--- config.mk ---
export PLATFORM = sky130hd
export DESIGN_NAME = rr_scheduler
export DESIGN_NICKNAME = d
export VERILOG_FILES = /design/src/rtl/rr_scheduler.sv
export SDC_FILE = /design/constraint.sdc
export NUM_CORES = 1
export LEC_CHECK = 0
export BUFFER_PORTS_ARGS = -buffer_cell sky130_fd_sc_hd__buf_2
export CAP_MARGIN = 40
export CORE_ASPECT_RATIO = 0.6
export CORE_MARGIN = 5
export CORE_UTILIZATION = 50
export DETAILED_ROUTE_END_ITERATION = 6
export PLACE_DENSITY_LB_ADDON = 0.3
export SLEW_MARGIN = 20
export SYNTH_ARGS = -nofsm -noshare
export SYNTH_HDL_FRONTEND = slang
export SYNTH_SLANG_ARGS = --single-unit
--- constraint.sdc ---
create_clock -name clk -period 5.7 [get_ports clk]
set_clock_uncertainty 0.05 [all_clocks]
set_input_delay 0.285 -clock clk [delete_from_list [all_inputs] [get_ports clk]]
set_output_delay 0.285 -clock clk [all_outputs]
set_load 0.05 [all_outputs]
--- src/rtl/rr_scheduler.sv ---
// Round-robin task scheduler with a fixed time quantum.
// Holds up to SLOTS tasks as {remaining time, id}. Each cycle one valid task is
// granted the shared execution slot and its remaining time drops by one.
//
// state  | meaning
// S_INIT | idle after reset; slots empty, arrivals ignored, waiting for st
// S_EXEC | scheduling: accepts arrivals, runs one task per cycle

module rr_scheduler #(
   parameter int SLOTS   = 5,
   parameter int QUANTUM = 2,
   parameter int ID_W    = 16,
   parameter int BURST_W = 4
) (
   input  logic                      clk,
   input  logic                      rst,
   input  logic                      st,
   input  logic                      inputtask,
   input  logic [BURST_W+ID_W-1:0]   task_in,
   output logic                      empty,
   output logic                      full,
   output logic                      done,
   output logic [ID_W-1:0]           task_out
);

   localparam int CUR_W = (SLOTS > 1) ? $clog2(SLOTS) : 1;
   localparam int QW    = $clog2(QUANTUM + 1);

   typedef enum logic {S_INIT, S_EXEC} state_t;

   state_t               state;
   logic [BURST_W-1:0]   rem [SLOTS];
   logic [ID_W-1:0]      id  [SLOTS];
   logic [CUR_W-1:0]     cur;
   logic [QW-1:0]        qcnt;

   logic [SLOTS-1:0]     valid;
   logic                 any_valid;
   logic                 has_free;
   logic [CUR_W-1:0]     free_idx;
   logic                 cont;
   logic [CUR_W-1:0]     sel;
   logic                 found;
   logic                 running;

   wire [BURST_W-1:0]    in_burst = task_in[BURST_W+ID_W-1:ID_W];
   wire [ID_W-1:0]       in_id    = task_in[ID_W-1:0];

   // Slot occupancy and the lowest-index free slot (pre-edge view).
   always_comb begin
      valid    = '0;
      has_free = 1'b0;
      free_idx = '0;
      for (int i = 0; i < SLOTS; i++) begin
         valid[i] = (rem[i] != '0);
      end
      for (int i = SLOTS - 1; i >= 0; i--) begin
         if (!valid[i]) begin
            has_free = 1'b1;
            free_idx = CUR_W'(i);
         end
      end
      any_valid = |valid;
      empty     = ~any_valid;
      full      = &valid;
   end

   // Pick the running task: keep cur while its quantum lasts, else scan circularly
   // starting after cur so that cur itself is considered last.
   always_comb begin
      int j;
      cont  = valid[cur] && (qcnt < QW'(QUANTUM));
      sel   = cur;
      found = cont;
      for (int k = 1; k <= SLOTS; k++) begin
         j = int'(cur) + k;
         if (j >= SLOTS) j = j - SLOTS;
         if (!found && valid[j]) begin
            found = 1'b1;
            sel   = CUR_W'(j);
         end
      end
      running  = (state == S_EXEC) && any_valid;
      task_out = running ? id[sel] : '1;
      done     = running && (rem[sel] == BURST_W'(1));
   end

   // FSM, slot storage, round-robin pointer and quantum counter.
   always_ff @(posedge clk) begin
      if (rst) begin
         state <= S_INIT;
         cur   <= '0;
         qcnt  <= '0;
         for (int i = 0; i < SLOTS; i++) begin
            rem[i] <= '0;
            id[i]  <= '0;
         end
      end else begin
         case (state)
            S_INIT: begin
               if (st) state <= S_EXEC;
            end
            S_EXEC: begin
               if (any_valid) begin
                  rem[sel] <= rem[sel] - BURST_W'(1);
                  cur      <= sel;
                  qcnt     <= cont ? qcnt + QW'(1) : QW'(1);
               end else begin
                  qcnt <= '0;
               end
               // free_idx is never sel: sel is valid pre-edge, free_idx is not
               if (inputtask && has_free && (in_burst != '0)) begin
                  rem[free_idx] <= in_burst;
                  id[free_idx]  <= in_id;
               end
            end
            default: state <= S_INIT;
         endcase
      end
   end

endmodule

# Yosys cells after proc, flatten, opt, wreduce, memory -nomap -nowiden
# Memories as Yosys holds them, arrays and structs flattened.
# Index checks and enable logic that the tools add are counted.
[word_totals] ram_bits=100 out_inout_bits=19 memories=2 reg_bits=6
[classes] order_cmp=12 eq_ne=1 reduce_logical=27 bitwise_logic=1 n_mux=65 n_addsub=12
[memory_table] name="id" words=5 width=16 rd=1 rd_ports_with_merged_regs=0 write_ports=5 line_no="33" text="logic [ID_W-1:0] id [SLOTS];"
[memory_table] name="rem" words=5 width=4 rd=6 rd_ports_with_merged_regs=0 write_ports=5 line_no="32" text="logic [BURST_W-1:0] rem [SLOTS];"
[op_table] op="$lt A32 B5 Y1 const B" n=5
[op_table] op="$mux W32" n=5
[op_table] op="$mux W3" n=13
[op_table] op="$mux W1" n=35
[op_table] op="$mux W16" n=2
[op_table] op="$sub A4 B3 Y5 const B" n=5
[op_table] op="$reduce_bool A4 Y1" n=6
[op_table] op="$ge A4 B3 Y1 const B" n=5
[op_table] op="$bmux W1 S3" n=6
[op_table] op="$reduce_or A16 Y1" n=1
[op_table] op="$logic_and A1 B1 Y1" n=10
[op_table] op="$add A3 B2 Y4 const B" n=2
[op_table] op="$add A3 B3 Y4 const B" n=2
[op_table] op="$mux W4" n=2
[op_table] op="$reduce_or A4 Y1" n=2
[op_table] op="$logic_not A1 Y1" n=5
[op_table] op="$reduce_and A5 Y1" n=1
[op_table] op="$reduce_or A5 Y1" n=1
[op_table] op="$add A3 B1 Y4 const B" n=1
[op_table] op="$eq A4 B1 Y1 const B" n=1
[op_table] op="$lt A3 B4 Y1 const B" n=1
[op_table] op="$mux W2" n=2
[op_table] op="$sub A4 B1 Y4 const B" n=1
[op_table] op="$add A2 B1 Y2 const B" n=1
[op_table] op="3 further kinds" n=3

# Depth between registers and ports, before layout
# Gate-level depths: netlist (run 1).
# An unclocked memory read counts as a cell.
[logic_depth] ltp_word=23 ltp_mapped=21

# Worst setup path after synthesis (run 1)
# No wires, ideal clock.
[synth_timing] path_type="reg2out" start="reg cur[1]" end="out task_out[5]" n_path_buf=5 path_stages_with_launch=18 slack_ns=-0.163 arrival_time_ns=5.528 cell_sequence="dfxtp_1 -> clkbuf_1 -> inv_1 -> ha_1 -> buf_2 -> inv_1 -> o21a_1 -> o32a_1 -> or4_4 -> o21ai_4 -> o2111ai_1 -> o31a_1 -> o2bb2ai_1 -> buf_4 -> buf_4 -> buf_2 -> mux2i_1 -> o311ai_0"
[synth_between] elab_chain_cells=22 word_cells_on_any_way=59
[synth_rtl] element="start, declared" line_no="34" text="logic [CUR_W-1:0] cur;"
[synth_rtl] element="start signal, assigned" line_no="106" text="cur <= sel;"
[synth_rtl] element="$add A3 B1 Y4" line_no="76" text="j = int'(cur) + k;"
[synth_rtl] element="$sub A4 B3 Y5 / $ge A4 B3 Y1 (equally long branches)" line_no="77" text="if (j >= SLOTS) j = j - SLOTS;"
[synth_rtl] element="$mux W32" line_no="77"
[synth_rtl] element="$bmux W1 S3" line_no="78" text="if (!found && valid[j]) begin"
[synth_rtl] element="$mux W1 (implied by the code) (2 in series)" line_no="78"
[synth_rtl] element="$logic_and A1 B1 Y1" line_no="78"
[synth_rtl] element="$mux W1" line_no="78"
[synth_rtl] element="$logic_not A1 Y1" line_no="78"
[synth_rtl] element="[5 not listed]"
[synth_rtl] element="$logic_not A1 Y1" line_no="78"
[synth_rtl] element="$logic_and A1 B1 Y1" line_no="78"
[synth_rtl] element="$mux W1" line_no="78"
[synth_rtl] element="$logic_not A1 Y1" line_no="78"
[synth_rtl] element="$logic_and A1 B1 Y1" line_no="78"
[synth_rtl] element="$mux W3 *" line_no="78"
[synth_rtl] element="$mem_v2 Z5 W16 *"
[synth_rtl] element="$mux W16 *" line_no="84" text="task_out = running ? id[sel] : '1;"
[synth_rtl] element="end, declared" line_no="23" text="output logic [ID_W-1:0] task_out"
# Mark *: on every way between the ends. The rest lies on a longest branch, timed or not. The select of a mux whose other input is x is not followed.

# Worst setup path after layout (run 1)
[layout_timing] start="reg cur[1]" end="out done"
[layout_between] elab_chain_cells=23 word_cells_on_any_way=60
[layout_rtl] element="$add A3 B1 Y4" line_no="76"
[layout_rtl] element="$sub A4 B3 Y5 / $ge A4 B3 Y1 (equally long branches)" line_no="77"
[layout_rtl] element="$mux W32" line_no="77"
[layout_rtl] element="$bmux W1 S3" line_no="78"
[layout_rtl] element="$mux W1 (implied by the code) (2 in series)" line_no="78"
[layout_rtl] element="$logic_and A1 B1 Y1" line_no="78"
[layout_rtl] element="$mux W1" line_no="78"
[layout_rtl] element="$logic_not A1 Y1" line_no="78"
[layout_rtl] element="[6 not listed]"
[layout_rtl] element="$logic_and A1 B1 Y1" line_no="78"
[layout_rtl] element="$mux W1" line_no="78"
[layout_rtl] element="$logic_not A1 Y1" line_no="78"
[layout_rtl] element="$logic_and A1 B1 Y1" line_no="78"
[layout_rtl] element="$mux W3 *" line_no="78"
[layout_rtl] element="$mem_v2 Z5 W4 *"
[layout_rtl] element="$eq A4 B1 Y1 *" line_no="85" text="done = running && (rem[sel] == BURST_W'(1));"
[layout_rtl] element="$logic_and A1 B1 Y1 *" line_no="85"
[layout_rtl] element="end, declared" line_no="22" text="output logic done,"
# Marked as above.

==> results of run 1 <==
-- layout make-up --
cell class	instances	area (um2)	share of cell area
Sequential cell	166	4920	0.455
Timing Repair Buffer	90	599	0.0554
Clock buffer	18	429	0.0397
Tap cell	240	300	0.0278
Multi-Input combinational cell	603	4430	0.409
Clock inverter	12	66.3	0.00613
Inverter	18	70.1	0.00648
-- through the flow --
step / hold WS (ps) / setup WS, ps / area [um2]
3_3_place_gp: 432 / 316 / 10100
2_1_floorplan: 334 / 430 / 9610
4_1_cts: 48.9 / 47.1 / 10700
6_report: 47.9 / 177 / 10800
3_5_place_dp: 443 / 346 / 10100
5_1_grt: 58.1 / -44.1 / 10800
-- synth_stat cells, types with 3 or more instances --
cell             instances
edfxtp_1               160
and2_1                  82
nand2_1                 72
mux2i_1                 65
o21ai_0                 36
nor2_1                  35
o211ai_1                26
a21oi_1                 23
mux2_2                  21
clkbuf_1                17
inv_1                   16
ha_1                    14
nor3_1                  13
buf_2                   11
nand3_1                 10
nor2b_1                  9
o21ai_1                  8
or2_2                    8
nand4_1                  7
dfxtp_1                  6
nor4_4                   6
or4_1                    6
a211oi_1                 5
buf_6                    5
clkdlybuf4s18_1          5
nand2b_1                 5
nand3b_1                 5
o31ai_2                  5
a21o_1                   4
o31ai_1                  4
a211o_1                  3
a31oi_1                  3
buf_4                    3
o2bb2ai_1                3
xnor2_2                  3
-- routing by layer --
layer  wire length, um  track usage
met5                13            0
met4               184       0.0419
met3              2880       0.0762
met2              9690        0.315
met1             11200        0.335
-- logic make-up (layout without fill, tap and decap cells) --
family | count (synthesis) | after routing
simple gates | 276 | 276
compound gates | 167 | 168
flops | 166 | 166
mux | 93 | 93
buf+inv | 64 | 138
fa+ha+maj | 14 | 14
xor+xnor | 4 | 4
other cells | 1 | 48
-- state kept, by name (all words and copies together), names as in the netlist --
name   count
id       128
qcnt       2
rem       32
state      1
cur        3
-- final timing paths --
kind / cells after the start / start / end / slack [ps]
setup / recovery: 19 / cur[1]$_SDFFE_PP0P_ / done / 180
hold / removal: 3 / st / state$_SDFF_PP0_ / 50
setup reg to reg: 17 / cur[1]$_SDFFE_PP0P_ / rem[3][2]$_DFFE_PP_ / 620
hold reg to reg: 2 / qcnt[0]$_SDFFE_PP0P_ / qcnt[1]$_SDFFE_PP0P_ / 450
-- repair_timing --
item,4_1_cts,5_1_grt
hold endpoints to repair,0,0
cloned,1,0
pin swaps,1,2
setup endpoints to repair,7,17
buffers inserted,0,9
resized for setup,5,16
-- critical path, stage by stage, from the launching register on --
cell and delay, ps:
dfxtp_1 310, inv_1 190, ha_2 410, buf_4 180, nor2_1 170, o21ai_0 100, a22o_2 370, or4_1 480
o311ai_1 190, nand2b_1 250, nor3_4 310, o2bb2ai_4 300, buf_4 200, mux2i_1 200, mux2i_1 100, mux2_4 310
inv_1 90, ha_1 130, and4b_1 220, clkbuf_4 250
==> impl_metrics.tcl, run 1 <==
set metrics [dict create \
    status "completed" \
    fin_crit_sh 0.969 \
    drc 0 \
    num_rows 38 \
    seq_area_frac_synth 0.522 \
    die_x_um 187 \
    crit_type "flip-flop to output pin" \
    cp.required_ps 5370 \
    dp_hpwl_mm 16.1 \
    clockBufferDepth 2 \
    antenna_found_initial 1 \
    synth_top_family_by_area "simple AND/OR/NAND/NOR gates" \
    hp-class "primary input to flip-flop" \
    drv_slew 0 \
    fillers 1477 \
    synth_compound_area_frac 0.136 \
    synth_top_area_frac 0.509 \
    synthSimpleGateAreaFrac 0.169 \
    dp_cells 1106 \
    fin_cells 1147 \
    cts_buffers 17 \
    antenna_cells 0 \
    area_delta_synth_final_pct 14.6 \
    clk_pin_slew_worst_paths_ps 60 \
    grt_util_all_layers 0.223 \
    fmax_ghz 0.181 \
    gp_congestion 1.02 \
    synth_seq_cells 166 \
    wl_mm 24.0 \
    dieArea_um2 21800 \
    ys.flop_type "edfxtp_1" \
    nNetsFinal 934 \
    num_vias 6800 \
    clk_latency_ps 420 \
    postSynthAreaPerCell_um2 12.0 \
    synth_area_um2 9440 \
    synthMuxAreaShare 0.107 \
    yosysWarnings 0 \
    hold_violations 0 \
    grt_overflow 0 \
    place.port_buffers 42 \
    drt-wirelength-per-cell_um 20.9 \
    cts_tree "yes" \
    grt_pass1_vias 6530 \
    viasPerCell 5.93 \
    synth_cell_type_count 93 \
    worst_pin_slew_ps 687 \
    hold_buffers 0 \
    synth_area_leaders "edfxtp_1 51%, mux2i_1 6.9%, and2_1 5.4%, nand2_1 2.9%, mux2_2 2.5%" \
    post-route-util 0.591 \
    coreArea_um2 18300 \
    crit_path_max_fanout 13 \
    synth_top_area_cell "edfxtp_1" \
    die_h_um 116 \
    synthCells 785 \
    io_pins 43 \
    grt_pass1_wl_mm 37.2 \
    synth_xor_area_frac 0.00689 \
    start_util 0.516 \
    period_needed_ps 5520 \
    critPathCaptureType "output pin" \
    clock_sinks 166 \
    dr.pass1.iters 5 \
    mostFrequentLayoutCell "edfxtp_1" \
    max_cap_violations 0 \
    cp-start-kind "flip-flop" \
    relSlewSlack 0.540 \
    finalSetupViolCount 0 \
    initialDrtViolationCount 615 \
    synth-edff-count 160 \
    setup_tns_ps 0 \
    grt_max_degree 38 \
    most-common-layout-cells "160 x edfxtp_1, 82 x and2_1, 72 x nand2_1" \
    cts_root_buf "clkbuf_16" \
    arrival_ps 5190 \
    ant_nets 0 \
    htree_levels 4 \
    synthArstFlopShare 0 \
    layout-drive-gt1-share 0.236 \
    synthAdderAreaFrac 0.0186 \
]
Power of run 1 is not shown: default switching activity piles up to over one toggle a cycle in this logic, so the estimate is an artifact.
==> inputs of run 2 (changes only) <==
CELL_PAD_IN_SITES_DETAIL_PLACEMENT = 1   (was default)
CELL_PAD_IN_SITES_GLOBAL_PLACEMENT = 1   (was default)
==> impl_metrics.tcl, run 2 (synthesis gave the netlist of run 1 again) <==
set metrics [dict create \
    layout-drive-gt1-share 0.241 \
    fin_crit_sh 0.978 \
    num_vias 7056 \
    relSlewSlack 0.468 \
    die_h_um 116 \
    clk_latency_ps 430 \
    cts_buffers 17 \
    num_rows 38 \
    clockBufferDepth 2 \
    post-route-util 0.595 \
    area_delta_synth_final_pct 15.3 \
    hp-class "primary input to flip-flop" \
    dp_hpwl_mm 19.1 \
    crit_path_max_fanout 7 \
    multi_input_area_um2 4440 \
    cp.required_ps 5370 \
    clock_sinks 166 \
    grt_overflow 0 \
    period_needed_ps 5580 \
    coreArea_um2 18300 \
    hold-worst-slack_ps 54.0 \
    fillers 1897 \
    max_cap_violations 0 \
    finalSetupViolCount 0 \
    dp_cells 1096 \
    worst_pin_slew_ps 794 \
    seqCellArea_um2 4920 \
    top_register "id" \
    grt_pass1_wl_mm 43.2 \
    io_pins 43 \
    grt_util_all_layers 0.262 \
    hold_violations 0 \
    grt_pass1_vias 7343 \
    grt_max_degree 34 \
    htree_levels 4 \
    critPathCaptureType "output pin" \
    drc 0 \
    antenna_cells 0 \
    dr.pass1.iters 5 \
    antenna_found_initial 0 \
    start_util 0.516 \
    drv_slew 0 \
    ant_nets 0 \
    initialDrtViolationCount 629 \
    die_x_um 187 \
    wl_mm 28.3 \
    cp-start-kind "flip-flop" \
    clk_pin_slew_worst_paths_ps 70 \
    nNetsFinal 929 \
    gp_congestion 0.914 \
    reg.largest.list "id: 128 flops, rem: 32 flops, cur: 3 flops" \
    most-common-layout-cells "160 x edfxtp_1, 82 x and2_1, 72 x nand2_1" \
    rsz0062_at_grt "true" \
    arrival_ps 5240 \
    cts_tree "yes" \
    crit_type "flip-flop to output pin" \
    cts_root_buf "clkbuf_16" \
    mostFrequentLayoutCell "edfxtp_1" \
    place.port_buffers 42 \
    status "completed" \
    viasPerCell 6.17 \
    largest_reg_flops 128 \
    dieArea_um2 21800 \
    fmax_ghz 0.179 \
    drt-wirelength-per-cell_um 24.7 \
    fin_cells 1144 \
]
==> run 2: area by class of cell <==
type / count / share of cell area
clock buffers: 17 / 0.0391
well taps: 240 / 0.0276
repair buffers: 85 / 0.0514
flip-flops and latches: 166 / 0.452
inverters: 18 / 0.00678
clock inverters: 15 / 0.0146
multi-input cells: 603 / 0.408
==> run 2: path summary, 6_finish.rpt <==
kind,start,end,slack [ps],depth (start not counted)
worst max-delay path,cur[1]$_SDFFE_PP0P_,done,120,18
worst min-delay path,task_in[5],id[5][5]$_DFFE_PP_,50,1
worst max register to register,cur[1]$_SDFFE_PP0P_,rem[3][2]$_DFFE_PP_,170,18
worst min register to register,qcnt[0]$_SDFFE_PP0P_,qcnt[1]$_SDFFE_PP0P_,460,2
==> run 2: timing repair <==
item                       in CTS  in global routing
gates resized for setup        13                 10
pin swaps                       2                  5
hold buffers                    0                  0
cloned                          1                  0
buffers inserted                7                  7
setup endpoints to repair      20                 23
==> run 2: critical path, cell delays in order (launching register included) <==
cell        delay (ps)
dfxtp_1            370
clkinvlp_4         210
buf_4              210
ha_1               380
nand2_2            110
a221o_1            380
a211oi_4           390
a31oi_2            150
a211o_1            310
o2111a_1           150
o32a_1             400
o21ai_4            370
buf_4              190
mux2i_1            280
mux2_4             250
inv_1               70
ha_1               190
and4b_1            200
buf_4              190
==> run 2: per-layer routing <==
metal	global-route usage	wire, um
met4	0.0734	395
met3	0.0562	2260
met5	0	0
met1	0.368	12600
met2	0.421	13000
==> run 2: stage by stage <==
| stage | area (um2) | setup TNS, ps | setup WS [ps] |
|---|---|---|---|
| 6_report | 10900 | 0 | 123 |
| 5_1_grt | 10900 | -121 | -29.1 |
| 4_1_cts | 10800 | 0 | 42.8 |
| 3_5_place_dp | 10100 | 0 | 50.8 |
| 3_3_place_gp | 10100 | 0 | 325 |
| 2_1_floorplan | 9610 | 0 | 430 |
Power of run 2 is left out for the same reason.
